<file path="config.mk">
export PLATFORM = sky130hd
export DESIGN_NAME = vec_window_flat
export DESIGN_NICKNAME = d
export VERILOG_FILES = /design/src/rtl/vec_window_pkg.sv /design/src/rtl/vec_window_if.sv /design/src/rtl/vec_shift_reg.sv /design/src/rtl/vec_window.sv /design/src/flat_wrapper.sv
export SDC_FILE = /design/constraint.sdc
export NUM_CORES = 1
export LEC_CHECK = 0
export CORE_MARGIN = 2
export CORE_UTILIZATION = 45
export DETAILED_ROUTE_END_ITERATION = 10
export MAX_ROUTING_LAYER = met4
export PLACE_DENSITY_LB_ADDON = 0.25
export SYNTH_ARGS = -nofsm -noshare
export SYNTH_HDL_FRONTEND = slang
export SYNTH_SLANG_ARGS = --single-unit
export TNS_END_PERCENT = 100
</file>
<file path="constraint.sdc">
create_clock -name clk_i -period 3.4 [get_ports clk_i]
set_input_delay 0.51 -clock clk_i [delete_from_list [all_inputs] [get_ports clk_i]]
set_output_delay 0.51 -clock clk_i [all_outputs]
set_load 0.03 [all_outputs]
</file>
<file path="src/rtl/vec_window_pkg.sv">
// Shared constants and helpers for the wake-word sliding-window stage.
// Latency: n/a (package only).
// Backpressure: n/a (package only).
package vec_window_pkg;

    localparam int BW         = 8;                    // bits per signed feature element
    localparam int VECTOR_LEN = 13;                   // elements per feature vector
    localparam int KERNEL_LEN = 3;                    // vectors per window, must be >= 2
    localparam int VECTOR_BW  = VECTOR_LEN * BW;      // one packed vector
    localparam int WINDOW_BW  = KERNEL_LEN * VECTOR_BW;
    localparam int CNT_W      = $clog2(KERNEL_LEN + 1);

    typedef logic [CNT_W-1:0] cnt_t;

    localparam cnt_t CNT_MAX  = cnt_t'(KERNEL_LEN);
    localparam cnt_t CNT_FULL = cnt_t'(KERNEL_LEN - 1);

    // Fill count after one more accepted vector, saturating at KERNEL_LEN.
    function automatic cnt_t cnt_next(input cnt_t c);
        if (c >= CNT_MAX) begin
            return CNT_MAX;
        end
        return c + cnt_t'(1);
    endfunction

    // True when the vector being accepted completes a window (cnt+1 >= KERNEL_LEN).
    function automatic logic window_full(input cnt_t c);
        return (c >= CNT_FULL);
    endfunction

endpackage

</file>
<file path="src/rtl/vec_window_if.sv">
// Valid/ready/last stream bundle of configurable data width.
// Latency: n/a (wiring only).
// Backpressure: ready travels slave -> master; master drives data/valid/last.
interface vec_window_if #(
    parameter int DW = 8
);
    logic [DW-1:0] data;
    logic          valid;
    logic          last;
    logic          ready;

    modport master (output data, output valid, output last, input  ready);
    modport slave  (input  data, input  valid, input  last, output ready);
endinterface

</file>
<file path="src/rtl/vec_shift_reg.sv">
// DEPTH x WIDTH shift register; new word enters the top slot, slot 0 holds the oldest.
// Latency: 1 cycle from en to q; q_shift is the combinational next value.
// Backpressure: none; en shifts unconditionally, clr (sync) wins over en.
// Ports: clk, rst_n (sync, active-low), clr, en, din[WIDTH], q[DEPTH*WIDTH], q_shift[DEPTH*WIDTH]
module vec_shift_reg #(
    parameter int DEPTH = 3,
    parameter int WIDTH = 104
) (
    input  logic                   clk,
    input  logic                   rst_n,
    input  logic                   clr,
    input  logic                   en,
    input  logic [WIDTH-1:0]       din,
    output logic [DEPTH*WIDTH-1:0] q,
    output logic [DEPTH*WIDTH-1:0] q_shift
);

    // Drop slot 0, move every slot down one, new word lands in slot DEPTH-1.
    assign q_shift = {din, q[DEPTH*WIDTH-1:WIDTH]};

    always_ff @(posedge clk) begin
        if (!rst_n || clr) begin
            q <= '0;
        end else if (en) begin
            q <= q_shift;
        end
    end

endmodule

</file>
<file path="src/rtl/vec_window.sv">
// Sliding window of KERNEL_LEN padded feature vectors; one window out per accepted vector, never across frames.
// Latency: 1 cycle from the accepting edge to valid_o/data_o/last_o/short_frame_o.
// Backpressure: none; every valid input is accepted, ready_i is only registered onto ready_o.
// Ports: clk_i, rst_n_i (sync, active-low), src (slave: data_i/valid_i/last_i/ready_o),
//        dst (master: data_o/valid_o/last_o/ready_i), short_frame_o
module vec_window
    import vec_window_pkg::*;
(
    input  logic         clk_i,
    input  logic         rst_n_i,
    vec_window_if.slave  src,
    vec_window_if.master dst,
    output logic         short_frame_o
);

    logic [WINDOW_BW-1:0] win_q;
    logic [WINDOW_BW-1:0] win_shift;
    cnt_t                 cnt;
    logic                 accept;
    logic                 frame_end;
    logic                 full;

    assign accept    = src.valid;
    assign frame_end = src.valid & src.last;
    assign full      = window_full(cnt);

    // Slots are wiped on the accepting edge of last_i, so the following
    // cycle can already start a fresh frame without any stale vectors.
    vec_shift_reg #(
        .DEPTH (KERNEL_LEN),
        .WIDTH (VECTOR_BW)
    ) u_slots (
        .clk     (clk_i),
        .rst_n   (rst_n_i),
        .clr     (frame_end),
        .en      (accept),
        .din     (src.data),
        .q       (win_q),
        .q_shift (win_shift)
    );

    always_ff @(posedge clk_i) begin
        if (!rst_n_i) begin
            cnt           <= '0;
            dst.valid     <= 1'b0;
            dst.last      <= 1'b0;
            dst.data      <= '0;
            short_frame_o <= 1'b0;
            src.ready     <= 1'b0;
        end else begin
            dst.valid     <= accept & full;
            dst.last      <= frame_end & full;
            short_frame_o <= frame_end & ~full;
            // Idle cycles present an all-zero bus rather than a stale window.
            dst.data      <= (accept & full) ? win_shift : '0;
            src.ready     <= dst.ready;

            if (frame_end) begin
                cnt <= '0;
            end else if (accept) begin
                cnt <= cnt_next(cnt);
            end
        end
    end

endmodule

</file>
<file path="src/flat_wrapper.sv">
// flat-port wrapper written by rule: the top's interface ports become plain ports
module vec_window_flat import vec_window_pkg::*;
  (clk_i, rst_n_i, short_frame_o, src_data, src_valid, src_last, src_ready, dst_data, dst_valid, dst_last, dst_ready);
  vec_window_if #(.DW(VECTOR_BW)) src_i ();
  vec_window_if #(.DW(WINDOW_BW)) dst_i ();
  input  logic clk_i;
  input  logic rst_n_i;
  output logic short_frame_o;
  input wire logic [$bits(src_i.data)-1:0] src_data;
  input wire logic [$bits(src_i.valid)-1:0] src_valid;
  input wire logic [$bits(src_i.last)-1:0] src_last;
  output wire logic [$bits(src_i.ready)-1:0] src_ready;
  output wire logic [$bits(dst_i.data)-1:0] dst_data;
  output wire logic [$bits(dst_i.valid)-1:0] dst_valid;
  output wire logic [$bits(dst_i.last)-1:0] dst_last;
  input wire logic [$bits(dst_i.ready)-1:0] dst_ready;
  assign src_i.data = src_data;
  assign src_i.valid = src_valid;
  assign src_i.last = src_last;
  assign src_ready = src_i.ready;
  assign dst_data = dst_i.data;
  assign dst_valid = dst_i.valid;
  assign dst_last = dst_i.last;
  assign dst_i.ready = dst_ready;
  vec_window u_core (.clk_i(clk_i), .rst_n_i(rst_n_i), .src(src_i), .dst(dst_i), .short_frame_o(short_frame_o));
endmodule
</file>
======== Word level (Yosys, flattened, before mapping) ========
Index checks and enable logic that the tools add are counted.
word-level totals
  flip-flop bits (word level) ............. 630
  bits of input ports ..................... 109
  word-level logic and storage cells ...... 26
  output and inout port bits .............. 316
cells by class
  add/subtract/negate cells ............... 1
  mux-type cells .......................... 6
  $lt $le $gt $ge ......................... 2
  bitwise logic cells ..................... 6
  reductions and logical operators ........ 4
operator list
  cell                   count
  $and A1 B1 Y1          4
  $ge A2 B2 Y1 const B   2
  $mux W1                4
  $mux W2                2
  $add A2 B1 Y2 const B  1
  $not A1 Y1             2
  $reduce_and A2 Y1      1
  $reduce_or A2 Y1       1
  $logic_not A1 Y1       1
  $logic_or A1 B1 Y1     1

======== Longest topological paths before layout ========
  depth after elaboration ................. 6
  depth in mapped cells ................... 6
  depth with buffers taken out ............ 3

======== By module ========
A second synthesis with hierarchy kept.
second synthesis, totals
  cell total of the unflattened synthesis .. 1,997
  area total of the unflattened synthesis .. 22,257.6 sq um
modules (own cells, without submodules)
  module         area an instance (sq um)  cells an instance  times used
  vec_shift_reg  13,670.6                  1,319              1
  vec_window     8,587.0                   678                1

======== Worst setup path before layout ========
No wires, ideal clock.
  path type ............................... input to register
  start ................................... input src_valid
  end ..................................... register u_core.dst.data[100]
  buffers on the path ..................... 4
  stages .................................. 6
  required time ........................... 3.285 ns
  path slack .............................. 1.961 ns
  arrival time ............................ 1.324 ns
  setup time .............................. 0.115 ns
  path through ............................ buf_2 -> and3_1 -> buf_4 -> buf_6 -> clkbuf_2 -> and2_1
on the way
  word-level cells in the longest chain between the ends .. 2
ends and longest elaborated chain
  what                         line                 source
  start: declaration           flat_wrapper.sv:10   input wire logic [$bits(src_i.valid)-1:0] src_valid;
  $and A1 B1 Y1                vec_window.sv:55     dst.data <= (accept & full) ? win_shift : '0;
  $reduce_and A2 Y1 (no line)  -
  end signal: assignment       vec_window.sv:55
  end: declaration             vec_window_if.sv:12  modport master (output data, output valid, output last, input ready);
Every way passes these cells.
A chain may end at the register's enable or synchronous reset.

======== Worst setup path after layout ========
  start ................................... register u_core.dst.data[292]
  end ..................................... output dst_data[292]
RTL lines
  what              line                source
  end: declaration  flat_wrapper.sv:13  output wire logic [$bits(dst_i.data)-1:0] dst_data;
No word-level cell between the ends.

==> flow_summary.ini <==
[clock_tree]
post_cts_buffers = 0
cts_resized = 0
h-tree-depth = 2
max-clock-path-buffers = 3
cts_tree = yes
clkSinkCount = 526
postCtsHoldBufs = 0
cts-root-buf = clkbuf_16
clkTransAtPathRegs_ps = 60
cts_made_buffers = 51
clock_latency_ps = 570

[setup_path]
crit_required_ps = 2890
critPathCaptureType = output port
critPathBufInv = 1
worstPathArrival_ps = 1670
r2r_slack_ps = 1870
critPathSlowestCell = clkdlybuf4s50_1
cp-start-kind = register
reg2reg_from = u_core.cnt[1]
cp-startpoint = u_core.dst.data[292]
cp_cell_sequence = clkdlybuf4s50_1
worst_path_largest_cell_delay_ps = 790
r2r_end = u_core.dst.data[113]
worstSetupPathDepth = 1
cp_top_family = buffers and inverters
r2r.worst_path.cells = 3
path_class = register to output port
path_max_fanout = 1

[synthesis]
ys_seq_area_share_pct = 60.73
synthDistinctLibCells = 17
synth_area_per_cell_um2 = 9.580
synth_cells = 1810
syn_area_um2 = 17340
syn-num-nets = 1919
synth_top_area_share_pct = 60.73
ys_warn_count = 0
yosysTopAreaCell = dfxtp_1
synth-seq-cells = 526
synth.area.top_cells = dfxtp_1 (61%), and2_1 (19%), o22ai_1 (7.5%)

[finish]
fin_area_um2 = 23500
area_delta_synth_final_pct = 35.50
layout-drive-gt1-share_pct = 4.172
final_nets = 2277

[global_route]
grt_use_total_pct = 20.47
grt_antenna_before_repair = 5
grt_overflow = 0
grt_pass1_vias = 11960
grt_max_degree = 213
grt_first_pass_wirelength_um = 64340

[place]
place_hpwl_um = 26250
dp_slack_ps = 1236
placed_cell_area_um2 = 21760
place.gp.congestion = 0.7951
port_buffers = 424

[floorplanning]
die_h_um = 200.3
start_util_pct = 45.82
die_area_um2 = 40120
ios = 425
die_w_um = 200.3
core_um2 = 37840
placementRows = 71

[power_and_ir_drop]
power.density_nw_per_um2 = 534.9
comb_power_share_pct = 4.3
p_sw_share_pct = 20.95
switching_power_mw = 2.632
internal-power_mw = 9.935
p_seq_share_pct = 50.0
clock_power_share_pct = 45.7
irDropWorstVdd_v = 0.0004211
leakage_nw = 8.882

[timing]
max_freq_mhz = 458.4
finClkSkew_ps = 18.08
setup_viol = 0
finalSetupTns_ps = 0
period_needed_ps = 2182
slew_headroom_pct = 48.65
worstMarginPinSlew_ps = 770.3
hold_violations = 0
fin_ws_ps = 1218
rsz0062_at_grt = no
slew_violations = 0
period_share_pct = 64.17

[detailed_routing]
firstDrtPassIters = 5
wire_per_inst_um = 15.05
wl_um = 40960
vias_per_cell = 4.540
final_antenna_net_count = 0
drt-initial-drc-count = 551
dr_total_vias = 12350
drc = 0

[flow_run]
cap_violations = 0

[hold_path]
hp-start = u_core.u_slots.q[164]
hold_class = register to register
min_to = u_core.dst.data[60]
min_path_cells = 1

[status]
status = completed
[placed cells by master, fill, tap and decap left out, types with 3 or more instances in the layout]
cell,count
dfxtp_1,526
and2_1,522
clkdlybuf4s50_1,421
nand2_1,210
inv_1,208
o22ai_1,208
clkbuf_16,53
clkbuf_1,11
clkinv_2,9
clkbuf_8,7
buf_12,7
bufinv_16,6
diode_2,5
clkinvlp_4,4
buf_4,3
[registers in the layout, summed over array words and instances (netlist names)]
name and flops:
u_core.dst.data 312, u_core.u_slots.q 208, u_core.cnt 2, u_core.dst.last 1
u_core.dst.valid 1, u_core.short_frame_o 1, u_core.src.ready 1
[kinds of logic (layout without fill, tap and decap cells)]
logic type | after synthesis | in the layout | share of synthesized area [%]
and+or+nand+nor | 738 | 738 | 23.60
AOI/OAI and AO/OA | 210 | 210 | 7.577
DFF | 526 | 526 | 60.73
buffers and inverters | 336 | 731 | 8.096
other | 0 | 5 | 0
[metrics by stage]
stage | utilization (%) | total power, mW | instances | hold slack (ps)
global route | 62.08 | 13.01 | 2721 | 459.8
CTS | 62.05 | 12.72 | 2716 | 415.4
detailed placement | 57.51 | 6.959 | 2626 | 438.9
finish | 62.08 | 12.57 | 2721 | 446.6
floorplan | - | 6.720 | 1810 | 429.8
global placement | 57.51 | 6.948 | 2626 | 433.5
[power groups by stage]
stage	Combinational (mW)	Sequential (mW)	Clock, mW
global route	0.601	6.28	6.12
floorplan	0.298	6.42	0
CTS	0.547	6.28	5.89
detailed placement	0.543	6.42	0
global placement	0.535	6.41	0
finish	0.541	6.28	5.75
[cell usage after synthesis]
| library cell | count |
|---|---|
| inv_1 | 208 |
| nor2b_1 | 2 |
| o21a_1 | 1 |
| clkbuf_1 | 29 |
| nor3b_1 | 2 |
| and3_1 | 1 |
| and2_1 | 522 |
| dfxtp_1 | 526 |
| nand2_1 | 210 |
| clkbuf_2 | 26 |
| buf_4 | 1 |
| buf_2 | 67 |
| nor2_1 | 1 |
| o22ai_1 | 208 |
| buf_1 | 2 |
| a21oi_1 | 1 |
| buf_6 | 3 |
[layout make-up]
| class | count | area [um^2] |
|---|---|---|
| Clock buffer | 71 | 1464 |
| Antenna cell | 5 | 12.51 |
| Timing Repair Buffer | 433 | 4403 |
| Tap cell | 511 | 639.4 |
| Fill cell | 3189 | 14350 |
| Sequential cell | 526 | 10530 |
| Multi-Input combinational cell | 948 | 5410 |
| Inverter | 208 | 780.7 |
| Clock inverter | 19 | 255.2 |
[worst max path at each step]
| stage | end | slack (ps) |
|---|---|---|
| floorplan | u_core.dst.data[100] | 1960 |
| global placement | u_core.dst.data[112] | 1250 |
| detailed placement | u_core.dst.data[231] | 1240 |
| CTS | dst_data[292] | 1160 |
| global route | dst_data[292] | 1150 |
| finish | dst_data[292] | 1220 |
[per-layer routing]
layer  global-route usage (%)  share of wire [%]  wire (um)
met5                        -                  0          0
met4                    7.302                2.6       1064
met3                    6.948                8.2       3378
met2                    32.44                 45      18620
met1                    24.24                 44      17900
Power figures use the tool's default switching activity.
